## config.mk

```make
export PLATFORM = sky130hd
export DESIGN_NAME = mux_tree_sequencer
export DESIGN_NICKNAME = d
export VERILOG_FILES = /design/src/rtl/mux_tree_sequencer.sv
export SDC_FILE = /design/constraint.sdc
export NUM_CORES = 1
export LEC_CHECK = 0
export ABC_CLOCK_PERIOD_IN_PS = 3000
export CAP_MARGIN = 20
export CELL_PAD_IN_SITES_DETAIL_PLACEMENT = 0
export CELL_PAD_IN_SITES_GLOBAL_PLACEMENT = 1
export CORE_MARGIN = 10
export CORE_UTILIZATION = 40
export DETAILED_ROUTE_END_ITERATION = 6
export PLACE_DENSITY_LB_ADDON = 0.1
export RECOVER_POWER = 100
export SLEW_MARGIN = 0
export SYNTH_ARGS = -nofsm -noshare
export SYNTH_HDL_FRONTEND = slang
export SYNTH_SLANG_ARGS = --single-unit
```

## constraint.sdc

```tcl
create_clock -name clk -period 3 [get_ports clk]
set_input_delay 0.75 -clock clk [delete_from_list [all_inputs] [get_ports clk]]
set_output_delay 0.75 -clock clk [all_outputs]
set_load 0.05 [all_outputs]
```

## src/rtl/mux_tree_sequencer.sv

```systemverilog
// Break-before-make sequencer for a binary-tree fluidic multiplexer.
// Accepts route/flush requests over valid/ready and drives per-level
// control-line pairs (1 = pressurised = valve closed). Every path change
// closes all valves and lets the fabric settle before the new path opens.
module mux_tree_sequencer #(
  parameter int LEVELS        = 5,
  parameter int SETTLE_CYCLES = 16
) (
  input  logic              clk,
  input  logic              rst,
  input  logic              req_valid,
  output logic              req_ready,
  input  logic              req_flush,
  input  logic [LEVELS-1:0] req_addr,
  output logic [LEVELS-1:0] ctrl_0,
  output logic [LEVELS-1:0] ctrl_1,
  output logic              path_valid,
  output logic [LEVELS-1:0] active_addr,
  output logic              done
);

  localparam int CW = $clog2(SETTLE_CYCLES + 1);
  localparam logic [CW-1:0] CNT_LOAD = CW'(SETTLE_CYCLES - 1);

  typedef enum logic [1:0] {IDLE, CLOSE, OPEN, ACTIVE} state_t;

  state_t            state, state_n;
  logic [CW-1:0]     cnt, cnt_n;
  logic [LEVELS-1:0] tgt, tgt_n;
  logic              flush_q, flush_n;
  logic              done_pend, done_pend_n;
  logic [LEVELS-1:0] ctrl_0_n, ctrl_1_n, active_addr_n;
  logic              path_valid_n, done_n;
  logic [LEVELS-1:0] req_pat, tgt_pat;
  logic              accept;

  // Level i (index) is steered by address bit LEVELS-1-i; ctrl_0 closes the
  // side not selected, so ctrl_0 is the bit-reversed address.
  function automatic logic [LEVELS-1:0] closed_side0(input logic [LEVELS-1:0] a);
    logic [LEVELS-1:0] r;
    for (int i = 0; i < LEVELS; i++) r[i] = a[LEVELS-1-i];
    return r;
  endfunction

  assign req_pat   = closed_side0(req_addr);
  assign tgt_pat   = closed_side0(tgt);
  assign req_ready = (state == IDLE) || (state == ACTIVE);
  assign accept    = req_valid && req_ready;

  // Next-state and next-output logic; registered outputs hold by default.
  always_comb begin
    state_n       = state;
    cnt_n         = cnt;
    tgt_n         = tgt;
    flush_n       = flush_q;
    done_pend_n   = 1'b0;
    ctrl_0_n      = ctrl_0;
    ctrl_1_n      = ctrl_1;
    path_valid_n  = path_valid;
    active_addr_n = active_addr;
    done_n        = done_pend;
    unique case (state)
      IDLE: begin
        if (accept) begin
          if (req_flush) begin
            done_pend_n = 1'b1;
          end else begin
            state_n  = OPEN;
            tgt_n    = req_addr;
            ctrl_0_n = req_pat;
            ctrl_1_n = ~req_pat;
            cnt_n    = CNT_LOAD;
          end
        end
      end
      ACTIVE: begin
        if (accept) begin
          if (!req_flush && (req_addr == active_addr)) begin
            done_pend_n = 1'b1;
          end else begin
            state_n      = CLOSE;
            flush_n      = req_flush;
            tgt_n        = req_addr;
            ctrl_0_n     = '1;
            ctrl_1_n     = '1;
            path_valid_n = 1'b0;
            cnt_n        = CNT_LOAD;
          end
        end
      end
      CLOSE: begin
        if (cnt == '0) begin
          if (flush_q) begin
            state_n = IDLE;
            done_n  = 1'b1;
          end else begin
            state_n  = OPEN;
            ctrl_0_n = tgt_pat;
            ctrl_1_n = ~tgt_pat;
            cnt_n    = CNT_LOAD;
          end
        end else begin
          cnt_n = cnt - CW'(1);
        end
      end
      OPEN: begin
        if (cnt == '0) begin
          state_n       = ACTIVE;
          path_valid_n  = 1'b1;
          active_addr_n = tgt;
          done_n        = 1'b1;
        end else begin
          cnt_n = cnt - CW'(1);
        end
      end
    endcase
  end

  // State and output registers; reset closes every valve at once.
  always_ff @(posedge clk or posedge rst) begin
    if (rst) begin
      state       <= IDLE;
      cnt         <= '0;
      tgt         <= '0;
      flush_q     <= 1'b0;
      done_pend   <= 1'b0;
      ctrl_0      <= '1;
      ctrl_1      <= '1;
      path_valid  <= 1'b0;
      active_addr <= '0;
      done        <= 1'b0;
    end else begin
      state       <= state_n;
      cnt         <= cnt_n;
      tgt         <= tgt_n;
      flush_q     <= flush_n;
      done_pend   <= done_pend_n;
      ctrl_0      <= ctrl_0_n;
      ctrl_1      <= ctrl_1_n;
      path_valid  <= path_valid_n;
      active_addr <= active_addr_n;
      done        <= done_n;
    end
  end

endmodule
```

-- Word-level counts from Yosys, hierarchy flattened
Index checks and enable logic that the tools add are counted.
- output and inout port bits: 18
- word-level logic and storage cells: 89
- register bits after elaboration: 31
- input port bits: 9
- muxes and demuxes: 46
- reductions and logical operators: 16
- $add $sub $neg: 1
- bitwise gates (word level): 3
- equality and inequality tests: 13
- operator list (cell ; count):
    $mux 5 ; 21
    $pmux 5 s3 ; 2
    $pmux 5 s4 ; 1
    $ne 2x2->1 const B ; 8
    $mux 2 ; 7
    $reduce_and 6->1 ; 2
    $mux 1 ; 10
    $not 5->5 ; 2
    $pmux 5 s2 ; 1
    $pmux 2 s4 ; 1
    $reduce_and 7->1 ; 1
    $pmux 1 s2 ; 3
    $eq 5x5->1 ; 1
    $logic_not 5->1 ; 1
    $reduce_and 5->1 ; 1
    $sub 5x1->5 const B ; 1
    $eq 2x2->1 const B ; 2
    $reduce_and 4->1 ; 1
    $reduce_bool 2->1 ; 2
    $ne 3x3->1 const B ; 1
    $reduce_and 3->1 ; 1
    $reduce_bool 3->1 ; 1
    $eq 2x1->1 const B ; 1
    $logic_and 1x1->1 ; 2
    5 further kinds ; 5

-- Depth between registers and ports, before layout
Gate-level depths: netlist (run 1).
- word-level depth: 5
- mapped depth: 8

-- Worst setup path after synthesis (run 1)
No wires, ideal clock.
- path kind: input-to-reg
- start: in req_addr[0]
- end: reg tgt[0]
- buffers on the path: 0
- setup slack: 966 ps
- stages on the path: 4
- data arrival time: 1909 ps
- library setup time: 125 ps
- cells stage by stage: xor2_1 -> nor4_4 -> a21oi_2 -> mux2_2
- word-level cells in the longest chain between the ends: 4
- elaborated cells on any way between the ends: 9
- classes of those cells: 2 x eq/ne; 5 x mux; 2 x reduce/logical
- RTL lines (what ; RTL line ; text):
    start, declared ; 14 ; input logic [LEVELS-1:0] req_addr,
    $eq 5x5->1 ; 78 ; if (!req_flush && (req_addr == active_addr)) begin
    $logic_and 1x1->1 ; 78 ;
    $ne 2x2->1 (no source line) ; -- ;
    $reduce_and 5->1 (no source line) ; -- ;
    end signal, assigned ; 135 ; tgt <= tgt_n;
    end, declared ; 29 ; logic [LEVELS-1:0] tgt, tgt_n;
Parallel ways exist; a longest one is shown, timed or not. The select of a mux whose other input is x is not followed.
A chain may end at the register's enable or synchronous reset.

-- Final worst setup path (run 1)
- start: reg state[0]
- end: out req_ready
- word-level cells in the longest chain between the ends: 2
- elaborated cells on any way between the ends: 3
- classes of those cells: 1 x eq/ne; 2 x reduce/logical
- RTL lines (what ; RTL line ; text):
    start, declared ; 27 ; state_t state, state_n;
    start signal, assigned ; 133 ; state <= state_n;
    $eq 2x2->1 / $logic_not 2->1 (equally long branches) ; 47 ; assign req_ready = (state == IDLE) || (state == ACTIVE);
    $logic_or 1x1->1 (*) ; 47 ;
    end, declared ; 12 ; output logic req_ready,
Every way passes the cells marked *; elsewhere a longest branch is shown, timed or not.

==> metrics, run 1 <==
Unique masters post-synth=45; top area cells in the synthesized netlist=dfrtp_1, dfstp_2, mux2_2, a21oi_1, inv_1; type of destination of the critical path=output port; endpoints failing setup=0; list of most frequent post-synthesis cells=inv_1, dfrtp_1, mux2_2; final setup slack of the worst path=0.354 ns; DRC violations left=0; setup bufs post-CTS=0; final worst-path cycle share=0.882; initial standard-cell utilization of the core=0.418; final critical path time including I/O delays and setup=2.65 ns; DRT antenna net count=0; H-tree depth=2; number of buffers on the longest clock path=2; Critical Path Slowest Stage Cell=clkbuf_1; RSZ-0062 raised after global routing=no; #FFs+latches synth=31; routed via count=1,441; endpoint arrival time on the critical path=1.90 ns; initial detailed-routing violation count=89; Post-CTS Hold Fix Bufs=0; cell count after placement=249; layout overhead on the synthesized area=20.1%; Critical R2R Launch=cnt[0]$_DFFE_PP0P_; CTS tree=done; Root Buffer=clkbuf_8; syn avg cell area=10.7 um^2; nets@finish=218; final WL=4.52 mm; Main synth FF type=dfrtp_1; sequential cell area fraction in the yosys report=0.427; total count of hold-check failures in the final report=0; total congestion overflow=0; GPL Wtd Cong=0.853; largest area contributor in the netlist=dfrtp_1; Cell Area, Synth=1840 um^2; Die Height=87.9 um; Critical path buffers and inverters=3; critical hold path startpoint=done_pend$_DFF_PP0_; share of final-layout standard cells stronger than drive strength 1=0.225; critical path's most frequent cell=inv_1; maximum number of pins on one net before global-route repair=32; TritonCTS Buffers=5; via count of the first global-routing pass=1,568; share of the synthesized area in the top cell type=0.285; hpwl dp=3.27 mm; Total Die Area=7730 um^2; final design utilization=0.502; path category of the worst min-delay check=reg2reg; async set or reset register ratio after synthesis=1.00; peak fanout along the critical path=9; net count of the mapped netlist=187; path type of the worst setup path=reg2out; gate count after technology mapping=173; count of TritonRoute iterations in the first routing pass=4; warnings from Yosys=0; CP Data Required Time=2.25 ns; Std-Cell Rows=24; failing checks=capacitance limit, slew limit; reported max-cap violation count=1; count of placed standard cells in the final layout, fillers left out=256; R2R depth=6; register-to-register path setup slack=0.52 ns; Slew HR=-0.140; kind of cell adding the most delay to the critical path=buffers and inverters; worst skew pair latency=0.28 ns; Worst setup SP type=flop; wire per inst=17.7 um; cells resized by post-CTS repair=0; # diodes=0; global-route usage over all layers=0.125; Core Box Area=4410 um^2; Slew @ Worst Pin=1.71 ns; antenna violations before repair=0; Slew Limit Fails=32; leading cell type by number of instances after synthesis=inv_1; Critical Path Max Stage Delay=0.50 ns; Vias/cell=5.63; Critical path origin=state[0]$_DFFE_PP0P_; first-pass GRT wire length=7.61 mm; post-route clock skew=0.00653 ns; width of the chip=87.9 um; Setup TNS=0 ns; cell count of the worst hold path=1; clock sink count=31; endpoint of the most critical register-to-register path=state[1]$_DFFE_PP0P_; I/O pins=27; IO buf count=26; worst hold endpoint=done$_DFF_PP0_; maximum operating frequency=378 MHz; number of enable-type register cells in the synthesized netlist=0; Post-Place Worst Slack=0.303 ns; clock transition at the registers of the reported paths=0.06 ns; outcome=complete, but fails checks; CP Cell Sequence=inv_1, ha_1, inv_1, clkbuf_1
==> worst reg2reg max path: stages, from the launching register on <==
cell and delay (ns):
dfrtp_1 0.39, inv_1 0.08, ha_1 0.22, nor4b_1 0.85, nor2_1 0.15, a211oi_2 0.31, mux2_2 0.37
==> registers in the layout, summed over array words and instances (netlist names) <==
name         flops
state            2
ctrl_1           5
done_pend        1
done             1
path_valid       1
cnt              5
flush_q          1
active_addr      5
tgt              5
ctrl_0           5
==> cell usage in the layout, fill, tap and decap left out, drive strengths merged, types with 2 or more instances in the layout <==
cell type | Yosys | final
buf | 5 | 3
inv | 22 | 22
nand3 | 2 | 2
a211oi | 3 | 3
mux2i | 6 | 6
dlygate4sd3 | 0 | 18
clkbuf | 2 | 10
dfstp | 10 | 10
xor2 | 5 | 5
nand2b | 2 | 2
a221oi | 10 | 10
a21oi | 21 | 21
nor3 | 3 | 3
clkdlybuf4s50 | 0 | 7
a22o | 2 | 2
nor2 | 9 | 9
ha | 5 | 5
nand2 | 4 | 4
o21ai | 5 | 5
mux2 | 20 | 20
dfrtp | 21 | 21
==> logic make-up after synthesis <==
logic type	after synthesis	share of synthesized area
adder cells (fa/ha/maj)	5	0.0339
AND/OR/NAND/NOR	27	0.0902
buffers and inverters	29	0.0651
XOR/XNOR	6	0.0285
AO/OA/AOI/OAI	49	0.200
multiplexers	26	0.155
flip-flops	31	0.427
==> worst max path at each step <==
stage,to,slack (ns),cells past startpoint
after floorplan,tgt[0]$_DFFE_PP0P_,0.97,4
after global placement,cnt[1]$_DFFE_PP0P_,0.35,6
after detailed placement,ctrl_0[1]$_DFFE_PP1P_,0.30,5
after CTS,ctrl_1[0]$_DFFE_PP1P_,0.59,5
after global routing,state[1]$_DFFE_PP0P_,0.25,6
final,req_ready,0.35,4
==> layout make-up <==
type	count	area, um^2
well taps	52	65.1
fillers	424	2200
flip-flops and latches	31	788
multi-input cells	113	920
inverters	22	82.6
clock buffers	7	76.3
repair buffers	31	284
==> metal layers <==
metal / wire length [um] / GRT usage
met1: 1930 / 0.144
met4: 72 / 0.0449
met2: 2240 / 0.209
met3: 280 / 0.0436
met5: 0 / 0
==> stage by stage <==
step | area [um^2] | hold slack (ns)
after CTS | 2240 | 0.472
final | 2220 | 0.468
after floorplan | 1840 | 0.443
after global routing | 2220 | 0.492
after global placement | 2170 | 0.448
after detailed placement | 2170 | 0.458
Power of run 1 is not shown: default switching activity piles up to over one toggle a cycle in this logic, so the estimate is an artifact.
==> run 2: changes to the inputs <==
--- a/config.mk
+++ b/config.mk
@@ -6,7 +6,6 @@
 export NUM_CORES = 1
 export LEC_CHECK = 0
 export ABC_CLOCK_PERIOD_IN_PS = 3000
-export CAP_MARGIN = 20
 export CELL_PAD_IN_SITES_DETAIL_PLACEMENT = 0
 export CELL_PAD_IN_SITES_GLOBAL_PLACEMENT = 1
 export CORE_MARGIN = 10
==> results of run 2 <==
No change in the layout: final DEF, timing and power equal those of run 1.
Power of run 2 is left out for the same reason.
==> run 3: changes to the inputs <==
==> constraint.sdc (replaced) <==
create_clock -name clk -period 3 [get_ports clk]
set_input_delay 0.6 -clock clk [delete_from_list [all_inputs] [get_ports clk]]
set_output_delay 0.6 -clock clk [all_outputs]
set_load 0.05 [all_outputs]
==> run 3 against run 2 <==
  * The run still ends with capacitance limit, slew limit left
  * Clock skew grew 0.00089 ns
  * Die area is the same
  * Hold slack is essentially flat
  * Critical endpoint unchanged
  * Non-clock buffer count is the same
  * Cell area shrank 0.57%
  * Utilization shrank 0.28 points
  * Setup slack lost 0.083 ns
  * Sequential share of layout area grew 0.20 points
==> metrics, run 3 (same netlist as run 1, synthesis figures left out) <==
outcome=complete, but fails checks; failing checks=capacitance limit, slew limit; most frequent cells in the layout=inv_1, dfrtp_1, a21oi_1, mux2_2, dlygate4sd3_1; endpoint of the most critical register-to-register path=cnt[0]$_DFFE_PP0P_; Core Box Area=4410 um^2 (unchanged); Critical Path Max Stage Delay=0.90 ns (+0.40 ns); worst skew pair latency=0.28 ns (about the same); width of the chip=87.9 um (unchanged); final WL=4.53 mm (+0.13%); Critical path origin=state[0]$_DFFE_PP0P_; worst hold endpoint=done$_DFF_PP0_; critical path's most frequent cell=inv_1; clock sink count=31 (unchanged); Critical path buffers and inverters=3 (unchanged); Vias/cell=5.64 (+0.23%); share of final-layout standard cells stronger than drive strength 1=0.215 (-0.0109); maximum number of pins on one net before global-route repair=32 (unchanged); Critical Path Slowest Stage Cell=dlygate4sd3_1; Total Die Area=7730 um^2 (unchanged); critical hold path startpoint=done_pend$_DFF_PP0_; cell count of the worst hold path=1 (unchanged); antenna violations before repair=0 (unchanged); clock transition at the registers of the reported paths=0.07 ns (about the same); R2R depth=7 (+1); final critical path time including I/O delays and setup=2.73 ns (+0.0835 ns); wire per inst=17.6 um (-0.26%); setup bufs post-CTS=0 (unchanged); initial detailed-routing violation count=80 (-10%); Slew @ Worst Pin=1.71 ns (-0.00475 ns); CTS tree=done; total congestion overflow=0 (unchanged); peak fanout along the critical path=4 (-5); Die Height=87.9 um (unchanged); final worst-path cycle share=0.910 (+0.0278); kind of cell adding the most delay to the critical path=buffers and inverters; H-tree depth=2 (unchanged); Slew Limit Fails=32 (unchanged); Post-CTS Hold Fix Bufs=0 (unchanged); count of TritonRoute iterations in the first routing pass=4 (unchanged); via count of the first global-routing pass=1,499 (-4.4%); first-pass GRT wire length=7.54 mm (-0.91%); path type of the worst setup path=reg2out; Slew HR=-0.137 (+0.00316); hpwl dp=3.28 mm (+0.28%); initial standard-cell utilization of the core=0.418 (unchanged); nets@finish=218 (unchanged); commonest non-fill, non-tap cell in the layout=inv_1; Std-Cell Rows=24 (unchanged); DRC violations left=0 (unchanged); post-route clock skew=0.00741 ns (+0.000887 ns); reported max-cap violation count=1 (unchanged); total count of hold-check failures in the final report=0 (unchanged); DRT antenna net count=0 (unchanged); number of buffers on the longest clock path=2 (unchanged); endpoint arrival time on the critical path=2.13 ns (+0.23 ns); TritonCTS Buffers=5 (unchanged); Setup TNS=0 ns (unchanged); layout overhead on the synthesized area=19.5%; endpoints failing setup=0 (unchanged); path category of the worst min-delay check=reg2reg; cells resized by post-CTS repair=0 (unchanged); # diodes=0 (unchanged); GPL Wtd Cong=0.831 (-2.6%); routed via count=1,450 (+0.62%); Worst setup SP type=flop; IO buf count=26 (unchanged); type of destination of the critical path=output port; Critical R2R Launch=state[0]$_DFFE_PP0P_; CP Cell Sequence=inv_1, ha_1, inv_1, dlygate4sd3_1; final setup slack of the worst path=0.271 ns (-0.0835 ns); maximum operating frequency=366 MHz (-3.1%); global-route usage over all layers=0.125 (about the same); Post-Place Worst Slack=0.414 ns (+0.111 ns); I/O pins=27 (unchanged); CP Data Required Time=2.40 ns (+0.15 ns); register-to-register path setup slack=0.43 ns (-0.09 ns); Root Buffer=clkbuf_8; RSZ-0062 raised after global routing=no
==> run 3: cell types whose count changed in the layout (fill, tap and decap cells not counted) <==
cell,delta
a211oi_1,+2
dlygate4sd3_1,+2
a211oi_2,-1
a211oi_4,-1
a221oi_1,+1
a221oi_2,-1
clkbuf_1,-1
clkdlybuf4s50_1,-1
clkinv_2,+1
==> run 3: layout make-up <==
| cell class | instances | area, um^2 |
|---|---|---|
| well taps | 52 | 65.1 |
| flip-flops and latches | 31 | 788 |
| repair buffers | 31 | 290 |
| clock buffers | 7 | 76.3 |
| inverters | 22 | 82.6 |
| fillers | 407 | 2210 |
| multi-input cells | 113 | 896 |
| clock inverters | 1 | 5.00 |
==> run 3: per-stage QoR <==
stage                      util  cells  cell area (um^2)  hold WS [ns]
final                     0.499    257              2200         0.469
after floorplan               -    173              1840         0.443
after global placement    0.491    249              2170         0.459
after CTS                 0.510    257              2250         0.471
after global routing      0.499    257              2200         0.496
after detailed placement  0.491    249              2170         0.456
==> run 3: worst max path at each step <==
stage	end	slack (ns)	depth (start not counted)
5_1_grt	cnt[1]$_DFFE_PP0P_	0.15	6
3_5_place_dp	ctrl_0[1]$_DFFE_PP1P_	0.41	5
3_3_place_gp	ctrl_0[0]$_DFFE_PP1P_	0.41	5
6_report	req_ready	0.27	4
4_1_cts	req_ready	0.32	4
2_1_floorplan	cnt[0]$_DFFE_PP0P_	0.98	7
==> run 3: routing by layer <==
metal	GRT usage	share of wire
met1	0.142	0.43
met2	0.212	0.50
met3	0.0427	0.056
met4	0.0449	0.015
met5	0	0
==> run 3: worst register-to-register path, delay by kind of cell, from the launching register on <==
family	cells	cell delay, ns
muxes	1	0.41
buffers and inverters	2	0.27
DFF	1	0.39
adders and majority gates	1	0.32
AOI/OAI and AO/OA	3	1.06
Power of run 3 is left out for the same reason.
